File: src/rtl/tank_pos_pkg.sv
// Shared encodings and default screen limits for the tank/mouse position commit stage.
package tank_pos_pkg;

  typedef enum logic [1:0] {
    IDLE = 2'd0,
    ARB  = 2'd1,
    ACK  = 2'd2,
    WAIT = 2'd3
  } state_t;

  localparam logic OWN_A = 1'b0;
  localparam logic OWN_B = 1'b1;

  localparam logic [9:0]  X_MAX_DEF    = 10'd768;
  localparam logic [9:0]  Y_MAX_DEF    = 10'd568;
  localparam logic [11:0] XPOS_MAX_DEF = 12'd799;
  localparam logic [11:0] YPOS_MAX_DEF = 12'd599;

endpackage

File: src/rtl/rr_arbiter2.sv
// Combinational two-way round-robin grant; the requester that did not win last time wins a tie.
module rr_arbiter2
  import tank_pos_pkg::*;
(
  input  logic req_a,
  input  logic req_b,
  input  logic last_grant,
  output logic grant_vld,
  output logic grant_owner
);

  always_comb begin
    grant_vld   = req_a | req_b;
    grant_owner = OWN_A;
    if (req_a && req_b)
      grant_owner = (last_grant == OWN_A) ? OWN_B : OWN_A;
    else if (req_b)
      grant_owner = OWN_B;
  end

endmodule

File: src/rtl/tank_pos_arbiter.sv
// Frame-coherent commit of tank and mouse positions during vblank, one round-robin grant per frame.
// Optional saturation of committed values is enabled by defining POS_CLAMP_EN.
module tank_pos_arbiter
  import tank_pos_pkg::*;
#(
  parameter logic [9:0]  X_MAX    = X_MAX_DEF,
  parameter logic [9:0]  Y_MAX    = Y_MAX_DEF,
  parameter logic [11:0] XPOS_MAX = XPOS_MAX_DEF,
  parameter logic [11:0] YPOS_MAX = YPOS_MAX_DEF
) (
  input  logic        clk,
  input  logic        rst,
  input  logic        vblank,
  input  logic        req_a,
  input  logic        req_b,
  input  logic [9:0]  x_a,
  input  logic [9:0]  y_a,
  input  logic [9:0]  x_b,
  input  logic [9:0]  y_b,
  input  logic [11:0] xpos,
  input  logic [11:0] ypos,
  output logic        ack_a,
  output logic        ack_b,
  output logic [9:0]  Data_X_out,
  output logic [9:0]  Data_Y_out,
  output logic [11:0] xpos_out,
  output logic [11:0] ypos_out,
  output logic        owner,
  output logic [7:0]  frame_cnt
);

  function automatic logic [9:0] sat10(input logic [9:0] v, input logic [9:0] lim);
    return (v > lim) ? lim : v;
  endfunction

  function automatic logic [11:0] sat12(input logic [11:0] v, input logic [11:0] lim);
    return (v > lim) ? lim : v;
  endfunction

  state_t      state, state_nxt;
  logic        vblank_d;
  logic        last_grant;
  logic        rise;
  logic        grant_vld;
  logic        grant_owner;
  logic        commit;
  logic        ack_a_nxt, ack_b_nxt;
  logic [9:0]  x_sel, y_sel, x_com, y_com;
  logic [11:0] xp_com, yp_com;

  assign rise = vblank & ~vblank_d;

  rr_arbiter2 u_rr (
    .req_a       (req_a),
    .req_b       (req_b),
    .last_grant  (last_grant),
    .grant_vld   (grant_vld),
    .grant_owner (grant_owner)
  );

  always_ff @(posedge clk or posedge rst) begin
    if (rst) begin
      state    <= IDLE;
      vblank_d <= 1'b0;
    end else begin
      state    <= state_nxt;
      vblank_d <= vblank;
    end
  end

  // ARB and ACK always run to completion, even if vblank falls underneath them.
  always_comb begin
    state_nxt = state;
    case (state)
      IDLE:    if (rise) state_nxt = ARB;
      ARB:     state_nxt = grant_vld ? ACK : WAIT;
      ACK:     state_nxt = WAIT;
      WAIT:    if (!vblank) state_nxt = IDLE;
      default: state_nxt = IDLE;
    endcase
  end

  always_comb begin
    commit    = (state == ARB);
    ack_a_nxt = commit & grant_vld & (grant_owner == OWN_A);
    ack_b_nxt = commit & grant_vld & (grant_owner == OWN_B);
    x_sel     = (grant_owner == OWN_B) ? x_b : x_a;
    y_sel     = (grant_owner == OWN_B) ? y_b : y_a;
`ifdef POS_CLAMP_EN
    x_com     = sat10(x_sel, X_MAX);
    y_com     = sat10(y_sel, Y_MAX);
    xp_com    = sat12(xpos, XPOS_MAX);
    yp_com    = sat12(ypos, YPOS_MAX);
`else
    x_com     = x_sel;
    y_com     = y_sel;
    xp_com    = xpos;
    yp_com    = ypos;
`endif
  end

  always_ff @(posedge clk or posedge rst) begin
    if (rst) begin
      ack_a      <= 1'b0;
      ack_b      <= 1'b0;
      Data_X_out <= '0;
      Data_Y_out <= '0;
      xpos_out   <= '0;
      ypos_out   <= '0;
      owner      <= OWN_A;
      last_grant <= OWN_B;
      frame_cnt  <= '0;
    end else begin
      ack_a <= ack_a_nxt;
      ack_b <= ack_b_nxt;
      if (rise)
        frame_cnt <= frame_cnt + 8'd1;
      // Mouse position refreshes every frame; tank position only on a grant.
      if (commit) begin
        xpos_out <= xp_com;
        ypos_out <= yp_com;
        if (grant_vld) begin
          Data_X_out <= x_com;
          Data_Y_out <= y_com;
          owner      <= grant_owner;
          last_grant <= grant_owner;
        end
      end
    end
  end

endmodule

File: config.mk
export PLATFORM = sky130hd
export DESIGN_NAME = tank_pos_arbiter
export DESIGN_NICKNAME = d
export VERILOG_FILES = /design/src/rtl/tank_pos_pkg.sv /design/src/rtl/rr_arbiter2.sv /design/src/rtl/tank_pos_arbiter.sv
export SDC_FILE = /design/constraint.sdc
export NUM_CORES = 1
export LEC_CHECK = 0
export BUFFER_PORTS_ARGS = -buffer_cell sky130_fd_sc_hd__clkbuf_2
export CAP_MARGIN = 20
export CORE_MARGIN = 10
export CORE_UTILIZATION = 24
export DETAILED_ROUTE_END_ITERATION = 8
export GPL_TIMING_DRIVEN = 0
export HOLD_SLACK_MARGIN = 0.03
export SLEW_MARGIN = 20
export SYNTH_ARGS = -nofsm -noshare
export SYNTH_HDL_FRONTEND = slang
export SYNTH_SLANG_ARGS = --single-unit
File: constraint.sdc
create_clock -name clk -period 2 [get_ports clk]
set_input_delay 0.2 -clock clk [delete_from_list [all_inputs] [get_ports clk]]
set_output_delay 0.2 -clock clk [all_outputs]
set_load 0.05 [all_outputs]
## Word level (Yosys, flattened, before mapping)

Index checks and enable logic that the tools add are counted.

| storage, ports and cells | value |
|---|---|
| input port bits | 69 |
| register bits | 59 |
| output and inout port bits | 55 |
| word-level logic and storage cells | 37 |

| operators by class | value |
|---|---|
| mux-type cells | 9 |
| bitwise logic cells | 7 |
| $add $sub $neg | 1 |
| reductions and logical operators | 4 |
| equality and inequality tests | 5 |

Operators with widths:

| cell | count |
|---|---|
| $mux W10 | 2 |
| $add A8 B1 Y8 const B | 1 |
| $pmux W2 S4 | 1 |
| $and A1 B1 Y1 | 4 |
| $eq A2 B2 Y1 const B | 2 |
| $mux W1 | 4 |
| $mux W2 | 2 |
| $ne A2 B2 Y1 const B | 2 |
| $reduce_and A2 Y1 | 2 |
| $eq A2 B1 Y1 const B | 1 |
| $logic_not A2 Y1 | 1 |
| $not A1 Y1 | 2 |
| $logic_and A1 B1 Y1 | 1 |
| $or A1 B1 Y1 | 1 |

## Depth between registers and ports, before layout

| depth | value |
|---|---|
| depth in word-level cells | 4 |
| depth in mapped cells | 6 |
| gate-level depth less buffers | 5 |

## Modules after synthesis

Synthesis repeated with hierarchy kept, for this count alone.

| second synthesis, totals | value |
|---|---|
| cell total of the unflattened synthesis | 199 |
| area, all modules | 2,501.1 µm² |

By module, submodules not included:

| module | sequential area each (µm²) | area an instance (µm²) | cells an instance | instances |
|---|---|---|---|---|
| tank_pos_arbiter | 1,477.7 | 2,487.4 | 197 | 1 |
| rr_arbiter2 | 0.0 | 13.8 | 2 | 1 |

## Least setup slack after synthesis

OpenSTA, ideal clock, no wires.

| timing | value |
|---|---|
| path kind | register to register |
| start | register state[1] |
| end | register xpos_out[0] |
| data required time | 1,875 ps |
| setup slack | 537 ps |
| arrival time | 1,338 ps |
| library setup time | 125 ps |
| period minus slack after synthesis | 1,463 ps |
| path buffers | 2 |
| stages on the path, launching flop included | 6 |
| cell sequence | dfrtp_1 -> inv_1 -> ha_1 -> buf_2 -> buf_2 -> mux2_2 |

| on the way | value |
|---|---|
| cells in the longest elaborated chain, start to end | 1 |

Ends and longest elaborated chain:

| element | RTL line | source |
|---|---|---|
| from (decl) | tank_pos_arbiter.sv:40 | `state_t state, state_nxt;` |
| from (signal assigned) | tank_pos_arbiter.sv:66 | `state <= state_nxt;` |
| $eq A2 B1 Y1 | tank_pos_arbiter.sv:84 | `commit = (state == ARB);` |
| to (signal assigned) | tank_pos_arbiter.sv:120 | `xpos_out <= xp_com;` |
| to (decl) | tank_pos_arbiter.sv:26 | `output logic [11:0] xpos_out,` |

No other way between the ends.
A chain may end at the register's enable or synchronous reset.

## Worst setup path after layout

| timing | value |
|---|---|
| start | register state[1] |
| end | register ypos_out[2] |

| on the way | value |
|---|---|
| cells in the longest elaborated chain, start to end | 1 |

Ends and longest elaborated chain:

| element | RTL line | source |
|---|---|---|
| $eq A2 B1 Y1 | tank_pos_arbiter.sv:84 |  |
| to (signal assigned) | tank_pos_arbiter.sv:121 | `ypos_out <= yp_com;` |
| to (decl) | tank_pos_arbiter.sv:27 | `output logic [11:0] ypos_out,` |

No other way between the ends.

==> flow_metrics.py <==
metrics = {
    "setup_path": {
        "slowest_stage": "dfrtp_1",
        "worstPathMaxFanout": 10,
        "crit_arrival_ps": 1920,
        "setup.worst_path.class": "register to register",
        "max_stage_delay_ps": 410,
        "crit_top_cell": "buf_2",
        "cp.required_ps": 2210,
        "crit_chain": "inv_1 -> ha_1 -> buf_2 -> buf_2 -> mux2_2",
        "cp-end-kind": "register",
        "start_kind": "register",
    },
    "cells_and_area": {
        "diodes": 0,
        "multi_input_area_um2": 938,
        "syn_to_final_growth_pct": 39.7,
        "fin_nets": 395,
        "seq_area_um2": 1480,
        "layout-drive-gt1-share_pct": 54.2,
        "final_area_um2": 3470,
        "layoutNonFillerInstCount": 461,
        "fill_cells": 1061,
        "postLayoutCoreUtil_pct": 34.1,
    },
    "die": {
        "dieArea_um2": 14800,
        "dieHeight_um": 122,
        "ios": 124,
        "rows": 37,
        "core-area_um2": 10200,
        "fp.dieW_um": 122,
        "start_util_pct": 24.4,
    },
    "clock_tree": {
        "clk_latency_ps": 330,
        "htreeDepth": 3,
        "post_cts_resized": 0,
        "cts_made_buffers": 9,
        "clockRootBuffer": "clkbuf_8",
        "clockBufferDepth": 2,
        "clock_sinks": 59,
        "cts_setup_buffers": 0,
        "clkTransAtPathRegs_ps": 70,
        "cts_tree": "done",
    },
    "logic_synthesis": {
        "syn_area_per_cell_um2": 13.4,
        "syn_area_um2": 2480,
        "synth_seq_cells": 59,
        "syn_inst": 185,
        "yosysWarningCount": 0,
        "synth.distinct_cells": 30,
        "yosysSeqAreaShare_pct": 59.5,
        "synth_fp_nets": 259,
    },
    "drt": {
        "via_per_inst": 4.34,
        "drtAntennaViolNets": 0,
        "drtIter0Drc": 60,
        "routed_wl_um": 7100,
        "drt_first_pass_iters": 4,
        "wl_per_cell_um": 15.4,
        "drc": 0,
        "vias": 2000,
    },
    "global_routing": {
        "grtUsageTotal_pct": 9.71,
        "grt_max_degree": 57,
        "grt_overflow": 0,
        "grt_pass1_wl_um": 11200,
        "grt_pass1_vias": 2212,
        "antenna_found_initial": 1,
    },
    "power_and_ir_drop": {
        "p_total_w": 0.00682,
        "powerDensity_nw_per_um2": 1970,
        "leakage_nw": 1.79,
        "peakVddDrop_v": 0.000936,
    },
    "timing": {
        "hold_viol_final": 0,
        "fmax_mhz": 584,
        "post-route-min-period_ps": 1710,
        "final.setup_skew_ps": 4.86,
        "period_share_pct": 85.6,
        "rsz0062_at_grt": "false",
        "hold_ws_ps": 51.5,
        "max-slew-margin-rel_pct": 66.7,
        "finalSetupViolations": 0,
        "tightest_slew_ps": 499,
        "final_max_slew_viol_count": 0,
    },
    "placed_design": {
        "gp_congestion": 0.713,
        "hpwl_um": 5410,
        "postPlaceCellArea_um2": 3300,
        "portBuffers": 123,
        "placed_cells": 445,
    },
    "min_path": {
        "hp-class": "input pin to register",
    },
    "outcome": {
        "run_status": "finished, final reports clean",
    },
    "job": {
        "drv_cap": 0,
    },
}
worst paths after layout:
kind	startpoint	end	slack (ps)	cells past startpoint
min reg2reg	frame_cnt[7]$_DFFE_PP0P_	frame_cnt[7]$_DFFE_PP0P_	470	1
max in group asynchronous	rst	last_grant$_DFFE_PP1N_	1190	4
min in group asynchronous	rst	xpos_out[9]$_DFFE_PP0N_	300	3
min	vblank	vblank_d$_DFF_PP0_	50	1
max reg2reg	state[1]$_DFFE_PP0P_	ypos_out[2]$_DFFE_PP0N_	290	5
max	state[1]$_DFFE_PP0P_	ypos_out[2]$_DFFE_PP0N_	290	5
power by group:
part,internal [W],switching [W]
Combinational,0.00109,0.00271
Clock,0.000471,0.000455
Sequential,0.00176,0.000342
flip-flops by register name, indices dropped and copies added (netlist names):
name and count:
owner 1, last_grant 1, ypos_out 12, Data_X_out 10, Data_Y_out 10, ack_b 1
vblank_d 1, frame_cnt 8, ack_a 1, xpos_out 12, state 2
cells in the final DEF (no fill, tap or decap), drive strengths merged:
cell / n
nand2b: 1
buf: 9
a31oi: 1
and4b: 1
a22oi: 1
xnor2: 7
clkinv: 3
a211oi: 1
nand2: 16
a21boi: 1
and2: 1
inv: 3
nor2b: 1
a2bb2oi: 1
and3: 10
mux2i: 11
a21o: 1
o21ai: 12
ha: 5
mux2: 25
a21oi: 1
a221oi: 1
dlygate4sd3: 1
dfstp: 1
nand4: 4
dfrtp: 58
nor2: 3
clkbuf: 136
a221o: 9
cell type report:
| type | count | share of cell area (%) |
|---|---|---|
| tap | 136 | 4.90 |
| clock inverter | 3 | 0.433 |
| multi-input combinational | 114 | 27.0 |
| sequential | 59 | 42.6 |
| timing repair buffer | 125 | 18.8 |
| inverter | 3 | 0.397 |
| buffer | 9 | 1.62 |
| clock buffer | 12 | 4.18 |
through the flow:
step	setup TNS (ps)	setup WS, ps
finish	0	289
global route	0	143
CTS	0	261
detailed placement	0	275
global placement	-27010	-471
floorplan	0	345
cells in the mapped netlist:
cell        n  area, um^2
a221oi_1    1        8.76
a21oi_1     1        5.00
nand4_1     4        25.0
nor2_4      1        11.3
o21ai_1    10        50.1
a22oi_1     1        7.51
buf_2       6        30.0
mux2_2     25         282
nand2b_1    1        6.26
a221o_1     9        90.1
a21boi_4    1        18.8
and4b_1     1        10.0
buf_6       2        22.5
a21o_1      1        7.51
nor2b_1     1        6.26
inv_1       3        11.3
o21ai_2     2        17.5
nand2_1    16        60.1
a211oi_1    1        7.51
a31oi_1     1        6.26
mux2i_1    11         110
and2_1      1        6.26
dfstp_2     1        26.3
dfrtp_1    58        1450
a2bb2oi_1   1        8.76
xnor2_1     7        61.3
nor2_1      2        7.51
ha_1        5        62.6
clkbuf_1    1        3.75
and3_1     10        62.6
layer usage:
layer	wire, um	share of wire [%]	vias to the layer above	global-route usage, %
li1	-	-	944	-
met1	2940	41	943	11.1
met2	3050	43	99	13.9
met3	977	14	14	6.24
met4	131	1.8	0	4.55
met5	0	0	-	0
cell families (layout without fill, tap and decap cells):
family	after synthesis	count (layout)	share of synthesized area [%]
flops	59	59	59.5
simple gates	37	37	7.86
mux	36	36	15.8
buf+inv	12	152	2.72
xor+xnor	7	7	2.47
fa+ha+maj	5	5	2.52
compound gates	29	29	9.17
timing repair:
item                                    in CTS  in global routing
hold buffers                                 1                  0
endpoints found under the hold margin       58                  0
endpoints found under the setup margin       0                  0
critical path: cells and delay by family (launching register included):
| kind | cells | cell delay, ps |
|---|---|---|
| buffers and inverters | 3 | 630 |
| DFF | 1 | 410 |
| muxes | 1 | 360 |
| adders and majority gates | 1 | 180 |
Power figures use the tool's default switching activity.
